## src/rtl/inst_axi_bridge_if.sv

```systemverilog
// Signal bundle between the IF-stage fetch port, the bridge and the AXI read channel.
// The master modport is the bridge's view; the slave modport is the environment (IF stage plus AXI slave).
interface inst_axi_bridge_if;
  logic        inst_sram_en;
  logic        inst_sram_wr;
  logic [1:0]  inst_sram_size;
  logic [31:0] inst_sram_addr;
  logic        inst_sram_addr_ok;
  logic        inst_sram_data_ok;
  logic [31:0] inst_sram_rdata;
  logic        flush;

  logic [3:0]  arid;
  logic [31:0] araddr;
  logic [7:0]  arlen;
  logic [2:0]  arsize;
  logic [1:0]  arburst;
  logic        arvalid;
  logic        arready;
  logic [31:0] rdata;
  logic [1:0]  rresp;
  logic        rlast;
  logic        rvalid;
  logic        rready;

  modport master (
    input  inst_sram_en, inst_sram_wr, inst_sram_size, inst_sram_addr, flush,
    output inst_sram_addr_ok, inst_sram_data_ok, inst_sram_rdata,
    output arid, araddr, arlen, arsize, arburst, arvalid, rready,
    input  arready, rdata, rresp, rlast, rvalid
  );

  modport slave (
    output inst_sram_en, inst_sram_wr, inst_sram_size, inst_sram_addr, flush,
    input  inst_sram_addr_ok, inst_sram_data_ok, inst_sram_rdata,
    input  arid, araddr, arlen, arsize, arburst, arvalid, rready,
    output arready, rdata, rresp, rlast, rvalid
  );
endinterface

```

## src/rtl/inst_axi_bridge.sv

```systemverilog
// Read-only bridge from the sram-like instruction fetch port to a single-beat AXI read channel.
// One transaction in flight; a flush cancels the response of the in-flight request.
module inst_axi_bridge #(
  parameter logic [3:0]  AXI_ID   = 4'd0,
  parameter logic [31:0] RST_DATA = 32'h0
) (
  input  logic              clk,
  input  logic              reset,
  inst_axi_bridge_if.master bus
);

  typedef enum logic [1:0] {
    IDLE = 2'd0,
    AR   = 2'd1,
    R    = 2'd2
  } state_t;

  state_t      state_q, state_d;
  logic [31:0] addr_q, addr_d;
  logic [1:0]  size_q, size_d;
  logic        cancel_q, cancel_d;
  logic        data_ok_q, data_ok_d;
  logic [31:0] rdata_q, rdata_d;

  always_comb begin
    state_d   = state_q;
    addr_d    = addr_q;
    size_d    = size_q;
    cancel_d  = cancel_q;
    data_ok_d = 1'b0;
    rdata_d   = rdata_q;
    case (state_q)
      IDLE: begin
        // A flush arriving with the accept redirects to this request, so it is never cancelled here.
        cancel_d = 1'b0;
        if (bus.inst_sram_en && !bus.inst_sram_wr) begin
          addr_d  = bus.inst_sram_addr;
          size_d  = bus.inst_sram_size;
          state_d = AR;
        end
      end
      AR: begin
        if (bus.flush) cancel_d = 1'b1;
        if (bus.arready) state_d = R;
      end
      R: begin
        if (bus.flush) cancel_d = 1'b1;
        if (bus.rvalid) begin
          state_d  = IDLE;
          cancel_d = 1'b0;
          if (!cancel_q && !bus.flush) begin
            data_ok_d = 1'b1;
            rdata_d   = bus.rdata;
          end
        end
      end
      default: state_d = IDLE;
    endcase
  end

  always_ff @(posedge clk) begin
    if (reset) begin
      state_q   <= IDLE;
      addr_q    <= 32'h0;
      size_q    <= 2'b00;
      cancel_q  <= 1'b0;
      data_ok_q <= 1'b0;
      rdata_q   <= RST_DATA;
    end else begin
      state_q   <= state_d;
      addr_q    <= addr_d;
      size_q    <= size_d;
      cancel_q  <= cancel_d;
      data_ok_q <= data_ok_d;
      rdata_q   <= rdata_d;
    end
  end

  // addr_ok comes purely from state so IF can derive en from it without a loop.
  assign bus.inst_sram_addr_ok = (state_q == IDLE);
  assign bus.inst_sram_data_ok = data_ok_q;
  assign bus.inst_sram_rdata   = rdata_q;

  assign bus.arid    = AXI_ID;
  assign bus.araddr  = addr_q;
  assign bus.arlen   = 8'd0;
  assign bus.arsize  = {1'b0, size_q};
  assign bus.arburst = 2'b01;
  assign bus.arvalid = (state_q == AR);
  assign bus.rready  = (state_q == R);

  logic unused_ok;
  assign unused_ok = ^{bus.rresp, bus.rlast};

endmodule

```

## src/flat_wrapper.sv

```systemverilog
// flat-port wrapper written by rule: the top's interface ports become plain ports
module inst_axi_bridge_flat 
#(
  parameter logic [3:0]  AXI_ID   = 4'd0,
  parameter logic [31:0] RST_DATA = 32'h0
)
  (clk, reset, bus_inst_sram_en, bus_inst_sram_wr, bus_inst_sram_size, bus_inst_sram_addr, bus_flush, bus_inst_sram_addr_ok, bus_inst_sram_data_ok, bus_inst_sram_rdata, bus_arid, bus_araddr, bus_arlen, bus_arsize, bus_arburst, bus_arvalid, bus_rready, bus_arready, bus_rdata, bus_rresp, bus_rlast, bus_rvalid);
  inst_axi_bridge_if bus_i ();
  input  logic clk;
  input  logic reset;
  input wire logic [$bits(bus_i.inst_sram_en)-1:0] bus_inst_sram_en;
  input wire logic [$bits(bus_i.inst_sram_wr)-1:0] bus_inst_sram_wr;
  input wire logic [$bits(bus_i.inst_sram_size)-1:0] bus_inst_sram_size;
  input wire logic [$bits(bus_i.inst_sram_addr)-1:0] bus_inst_sram_addr;
  input wire logic [$bits(bus_i.flush)-1:0] bus_flush;
  output wire logic [$bits(bus_i.inst_sram_addr_ok)-1:0] bus_inst_sram_addr_ok;
  output wire logic [$bits(bus_i.inst_sram_data_ok)-1:0] bus_inst_sram_data_ok;
  output wire logic [$bits(bus_i.inst_sram_rdata)-1:0] bus_inst_sram_rdata;
  output wire logic [$bits(bus_i.arid)-1:0] bus_arid;
  output wire logic [$bits(bus_i.araddr)-1:0] bus_araddr;
  output wire logic [$bits(bus_i.arlen)-1:0] bus_arlen;
  output wire logic [$bits(bus_i.arsize)-1:0] bus_arsize;
  output wire logic [$bits(bus_i.arburst)-1:0] bus_arburst;
  output wire logic [$bits(bus_i.arvalid)-1:0] bus_arvalid;
  output wire logic [$bits(bus_i.rready)-1:0] bus_rready;
  input wire logic [$bits(bus_i.arready)-1:0] bus_arready;
  input wire logic [$bits(bus_i.rdata)-1:0] bus_rdata;
  input wire logic [$bits(bus_i.rresp)-1:0] bus_rresp;
  input wire logic [$bits(bus_i.rlast)-1:0] bus_rlast;
  input wire logic [$bits(bus_i.rvalid)-1:0] bus_rvalid;
  assign bus_i.inst_sram_en = bus_inst_sram_en;
  assign bus_i.inst_sram_wr = bus_inst_sram_wr;
  assign bus_i.inst_sram_size = bus_inst_sram_size;
  assign bus_i.inst_sram_addr = bus_inst_sram_addr;
  assign bus_i.flush = bus_flush;
  assign bus_inst_sram_addr_ok = bus_i.inst_sram_addr_ok;
  assign bus_inst_sram_data_ok = bus_i.inst_sram_data_ok;
  assign bus_inst_sram_rdata = bus_i.inst_sram_rdata;
  assign bus_arid = bus_i.arid;
  assign bus_araddr = bus_i.araddr;
  assign bus_arlen = bus_i.arlen;
  assign bus_arsize = bus_i.arsize;
  assign bus_arburst = bus_i.arburst;
  assign bus_arvalid = bus_i.arvalid;
  assign bus_rready = bus_i.rready;
  assign bus_i.arready = bus_arready;
  assign bus_i.rdata = bus_rdata;
  assign bus_i.rresp = bus_rresp;
  assign bus_i.rlast = bus_rlast;
  assign bus_i.rvalid = bus_rvalid;
  inst_axi_bridge #(.AXI_ID(AXI_ID), .RST_DATA(RST_DATA)) u_core (.clk(clk), .reset(reset), .bus(bus_i));
endmodule
```

## config.mk

```make
export PLATFORM = sky130hd
export DESIGN_NAME = inst_axi_bridge_flat
export DESIGN_NICKNAME = d
export VERILOG_FILES = /design/src/rtl/inst_axi_bridge_if.sv /design/src/rtl/inst_axi_bridge.sv /design/src/flat_wrapper.sv
export SDC_FILE = /design/constraint.sdc
export NUM_CORES = 1
export LEC_CHECK = 0
export CORE_UTILIZATION = 42
export DETAILED_ROUTE_END_ITERATION = 6
export GPL_ROUTABILITY_DRIVEN = 0
export HOLD_SLACK_MARGIN = 0.06
export MAX_ROUTING_LAYER = met4
export PLACE_DENSITY = 0.95
export SLEW_MARGIN = 20
export SYNTH_ARGS = -nofsm -noshare
export SYNTH_HDL_FRONTEND = slang
export SYNTH_SLANG_ARGS = --single-unit
```

## constraint.sdc

```tcl
create_clock -name clk -period 3.1 [get_ports clk]
set_input_delay 0.62 -clock clk [delete_from_list [all_inputs] [get_ports clk]]
set_output_delay 0.62 -clock clk [all_outputs]
set_load 0.01 [all_outputs]
```

Word level (Yosys, flattened, before mapping)
Cells that the tools add are included.
{"block": "word_totals", "regBits": 70, "latchBits": 0, "ram_bits": 0, "rom_bits": 0, "inputBits": 76, "output_inout_bits": 85, "word_cells": 32, "mem_count": 0}
{"block": "classes", "n_addsub": 0, "n_mul": 0, "div": 0, "n_lt_le_gt_ge": 0, "eq_ne": 5, "shifts": 0, "muxes": 8, "bitwise_logic": 2, "n_reduce_logical": 11}
{"operator": "2-to-1 mux 2 bit", "n": 3}
{"operator": "!= test 2 x 1 -> 1 bit, second input constant", "n": 3}
{"operator": "one-hot mux 2 bit (3 select lines)", "n": 1}
{"operator": "AND reduction 3 bit", "n": 2}
{"operator": "logical NOT 1 bit", "n": 3}
{"operator": "2-to-1 mux 1 bit", "n": 3}
{"operator": "one-hot mux 1 bit (3 select lines)", "n": 1}
{"operator": "nonzero test 3 bit", "n": 1}
{"operator": "OR reduction 3 bit", "n": 1}
{"operator": "== test 2 x 1 -> 1 bit, second input constant", "n": 1}
{"operator": "== test 2 bit, second input constant", "n": 1}
{"operator": "logical AND 1 bit", "n": 2}
{"operator": "logical NOT 2 bit", "n": 1}
{"operator": "NOT 1 bit", "n": 2}
{"operator": "AND reduction 2 bit", "n": 1}

Logic depth before layout (Yosys ltp)
{"block": "logic_depth", "word_depth": 4, "mapped_depth": 7, "ltp_nobuf": 5}

Worst setup path before layout
No wires, ideal clock.
{"block": "synth_timing", "path_kind": "register to register", "startpoint": "register u_core.state_q[0]", "endpoint": "register u_core.rdata_q[10], in the netlist u_core.bus.inst_sram_rdata[10]", "setup_ns": 0.143, "t_arrival_ns": 1.291, "required_ns": 2.957, "path_slack_ns": 1.665, "path_stages_with_launch": 8, "path_buffers": 2, "period_less_slack_ns": 1.435, "path_cell_list": "dfxtp_1 > inv_1 > ha_1 > and4bb_1 > buf_4 > buf_12 > nand2_2 > a21oi_2"}
{"block": "synth_via", "elab_chain_cells": 2}
{"element": "from (decl)", "line": "inst_axi_bridge.sv:18", "text": "state_t state_q, state_d;"}
{"element": "from (signal assigned)", "line": "inst_axi_bridge.sv:70", "text": "state_q <= state_d;"}
{"element": "== test 2 bit"}
{"element": "via bus_rready", "line": "flat_wrapper.sv:25", "text": "output wire logic [$bits(bus_i.rready)-1:0] bus_rready;"}
{"element": "AND reduction 3 bit (no line)"}
{"element": "to (signal assigned)", "line": "inst_axi_bridge.sv:75", "text": "rdata_q <= rdata_d;"}
{"element": "to (decl)", "line": "inst_axi_bridge.sv:23", "text": "logic [31:0] rdata_q, rdata_d;"}
The timed path passes the listed nets, and every way through them passes these cells.
A chain may end at the register's enable or synchronous reset.

Final worst setup path
{"block": "layout_timing", "startpoint": "register u_core.state_q[1]", "endpoint": "output port bus_inst_sram_addr_ok"}
{"block": "layout_via", "elab_chain_cells": 1}
{"element": "logical NOT 2 bit", "line": "inst_axi_bridge.sv:80", "text": "assign bus.inst_sram_addr_ok = (state_q == IDLE);"}
{"element": "to (decl)", "line": "flat_wrapper.sv:16", "text": "output wire logic [$bits(bus_i.inst_sram_addr_ok)-1:0] bus_inst_sram_addr_ok;"}
No other way between the ends.

==> results.json <==
{
  "tritoncts": "done",
  "rows": 30,
  "hold_path.class": "flip-flop to flip-flop",
  "cts-root-buf": "clkbuf_8",
  "post_synth_mux_area_share_pct": 0.342,
  "start_util_pct": 43.3,
  "fin_crit_sh_pct": 72.6,
  "cts_resized": 0,
  "drt.antenna.violating_nets": 0,
  "ctsHoldBuffers": 0,
  "power_w": 0.00233,
  "avgSynthCellArea_sq_um": 8.72,
  "cp-startpoint": "u_core.state_q[1]",
  "synth-adder-area-share_pct": 2.14,
  "grt_pass1_vias": 2453,
  "dp_cells": 538,
  "synthSimpleGateAreaFrac_pct": 21.7,
  "track_usage_pct": 18.8,
  "cts_made_buffers": 9,
  "core_sq_um": 6760,
  "firstDrtPassIters": 6,
  "drtIter0Drc": 51,
  "fmax_mhz": 444,
  "drv_slew": 0,
  "dieArea_sq_um": 7300,
  "critPathCapture": "bus_inst_sram_addr_ok",
  "synth_top_family_by_area": "simple AND/OR/NAND/NOR gates",
  "cp.arrival_ns": 1.63,
  "final_util_pct": 65.9,
  "nNetsFinal": 550,
  "via_per_inst": 4.74,
  "tns_ns": 0,
  "totalWireLength_mm": 6.84,
  "post-route-min-period_ns": 2.25,
  "worstSetupPathType": "flip-flop to output pin",
  "syn_inst": 335,
  "status": "finished clean",
  "slew_headroom_pct": 48.2,
  "port_buffers": 142,
  "die-height_microns": 85.4,
  "synth_seq_cells": 70,
  "syn_area_sq_um": 2920,
  "tightest_slew_ns": 0.778,
  "synth_xor_area_share_pct": 0,
  "cp-end-kind": "output pin",
  "ys_warn_count": 0,
  "area_growth_pct": 52.4,
  "dp_hpwl_mm": 4.86,
  "path_clk_slew_ns": 0.07,
  "holdCritStartpoint": "u_core.bus.araddr[29]",
  "final_cell_count_no_fill": 554,
  "drc": 0,
  "via_count": 2624,
  "wl_per_cell_microns": 12.3,
  "cts_buffer_depth": 2,
  "setup_viol": 0,
  "total_leakage_power_nw": 1.56,
  "ios": 161,
  "r2r_cells": 6,
  "regToRegStartpoint": "u_core.state_q[0]",
  "synth_compound_area_share_pct": 17.0,
  "synth_cell_type_count": 26,
  "grt_max_degree": 39,
  "hold_slack_ns": 0.455,
  "layout_commonest_cell": "clkdlybuf4s50_1",
  "grt_overflow": 0,
  "clock_latency_ns": 0.33,
  "reg2reg_setup_slack_ns": 1.38,
  "grt_antenna_before_repair": 0,
  "peakVddDrop_mv": 0.419,
  "start_kind": "flip-flop",
  "die_w_microns": 85.4,
  "cts_setup_buffers": 0,
  "r2r-end": "u_core.bus.inst_sram_rdata[31]",
  "cts-htree-levels": 3,
  "synth_seq_area_share_pct": 47.9,
  "grt_setup_unrepaired": "no",
  "path_max_fanout": 6,
  "clock_sinks": 70,
  "finalHoldViolations": 0,
  "maxCapViolCount": 0,
  "power_density_nw_per_um2": 523,
  "final_cell_mix": "clkdlybuf4s50_1, nand2_1, dfxtp_1",
  "worstPathRequired_ns": 2.48,
  "antenna_cells": 0,
  "drive_gt1_share_pct": 17.5,
  "grt_pass1_wl_mm": 10.6,
  "clock_skew_ns": 0.00826
}
==> synthesized netlist by cell type <==
cell type    n  area share (%)
buf_4       17             4.4
mux2i_1      1            0.34
and4bb_1     1            0.43
buf_12       3             2.1
nand2_2     30             6.4
o211a_1      1            0.34
a211o_1      1            0.30
a221oi_1     1            0.30
ha_1         5             2.1
a211oi_1     2            0.51
inv_1        5            0.64
nor2b_1      1            0.21
o21ai_0      1            0.17
nand4bb_1    1            0.39
conb_1       2            0.26
nand2_1    104              13
dfxtp_1     70              48
clkbuf_1     3            0.39
nand3b_1     1            0.26
nand2b_1     1            0.21
nor2_1       1            0.13
and3b_1      1            0.30
a21oi_2     30             9.0
buf_6        3             1.2
a21oi_1     37             6.3
buf_2       12             2.1
==> registers in the layout, indices dropped and copies added (netlist names) <==
| register | flops |
|---|---|
| u_core.bus.araddr | 32 |
| u_core.size_q | 2 |
| u_core.bus.inst_sram_rdata | 32 |
| u_core.bus.inst_sram_data_ok | 1 |
| u_core.state_q | 2 |
| u_core.cancel_q | 1 |
==> per-layer routing <==
| metal | track usage, % | vias up | part of all wire [%] |
|---|---|---|---|
| met5 | - | - | 0 |
| met3 | 7.20 | 11 | 8.2 |
| li1 | - | 1305 | - |
| met2 | 34.0 | 107 | 50 |
| met1 | 18.8 | 1201 | 41 |
| met4 | 5.30 | 0 | 1.2 |
==> layout make-up <==
class	count	area [sq um]
multi-input cells	235	1260
fillers	534	2300
clock inverters	5	58.8
inverters	5	18.8
flip-flops and latches	70	1400
well taps	80	100
clock buffers	11	141
repair buffers	148	1470
==> how the worst min path moves through the flow <==
stage,endpoint,depth (start not counted),slack [ns]
3_5_place_dp,u_core.bus.araddr[29],2,0.45
6_report,u_core.bus.araddr[29],2,0.45
5_1_grt,u_core.bus.araddr[1],2,0.48
2_1_floorplan,u_core.state_q[0],2,0.47
3_3_place_gp,u_core.size_q[1],2,0.44
4_1_cts,u_core.bus.araddr[29],2,0.46
==> power by group <==
part / total (W) / switching [W] / internal, W
combinational: 0.000593 / 0.000283 / 0.000310
sequential: 0.00101 / 0.0000387 / 0.000970
clock: 0.000726 / 0.000332 / 0.000394
==> metrics by stage <==
stage | setup WS, ns | instance area [sq um]
2_1_floorplan | 1.67 | 2970
3_5_place_dp | 0.960 | 4250
4_1_cts | 0.836 | 4450
5_1_grt | 0.753 | 4450
3_3_place_gp | 1.01 | 4250
6_report | 0.849 | 4450
==> worst max-delay path: stages, from the launching register on <==
cell	delay (ns)
dfxtp_1	0.34
inv_1	0.12
ha_1	0.27
clkdlybuf4s50_1	0.58
==> cells by family after synthesis <==
logic type / after synthesis
flip-flops: 70
adder cells (fa/ha/maj): 5
buffers and inverters: 43
AO/OA/AOI/OAI: 73
other: 2
multiplexers: 1
AND/OR/NAND/NOR: 141
(Power assumes the default switching activity.)
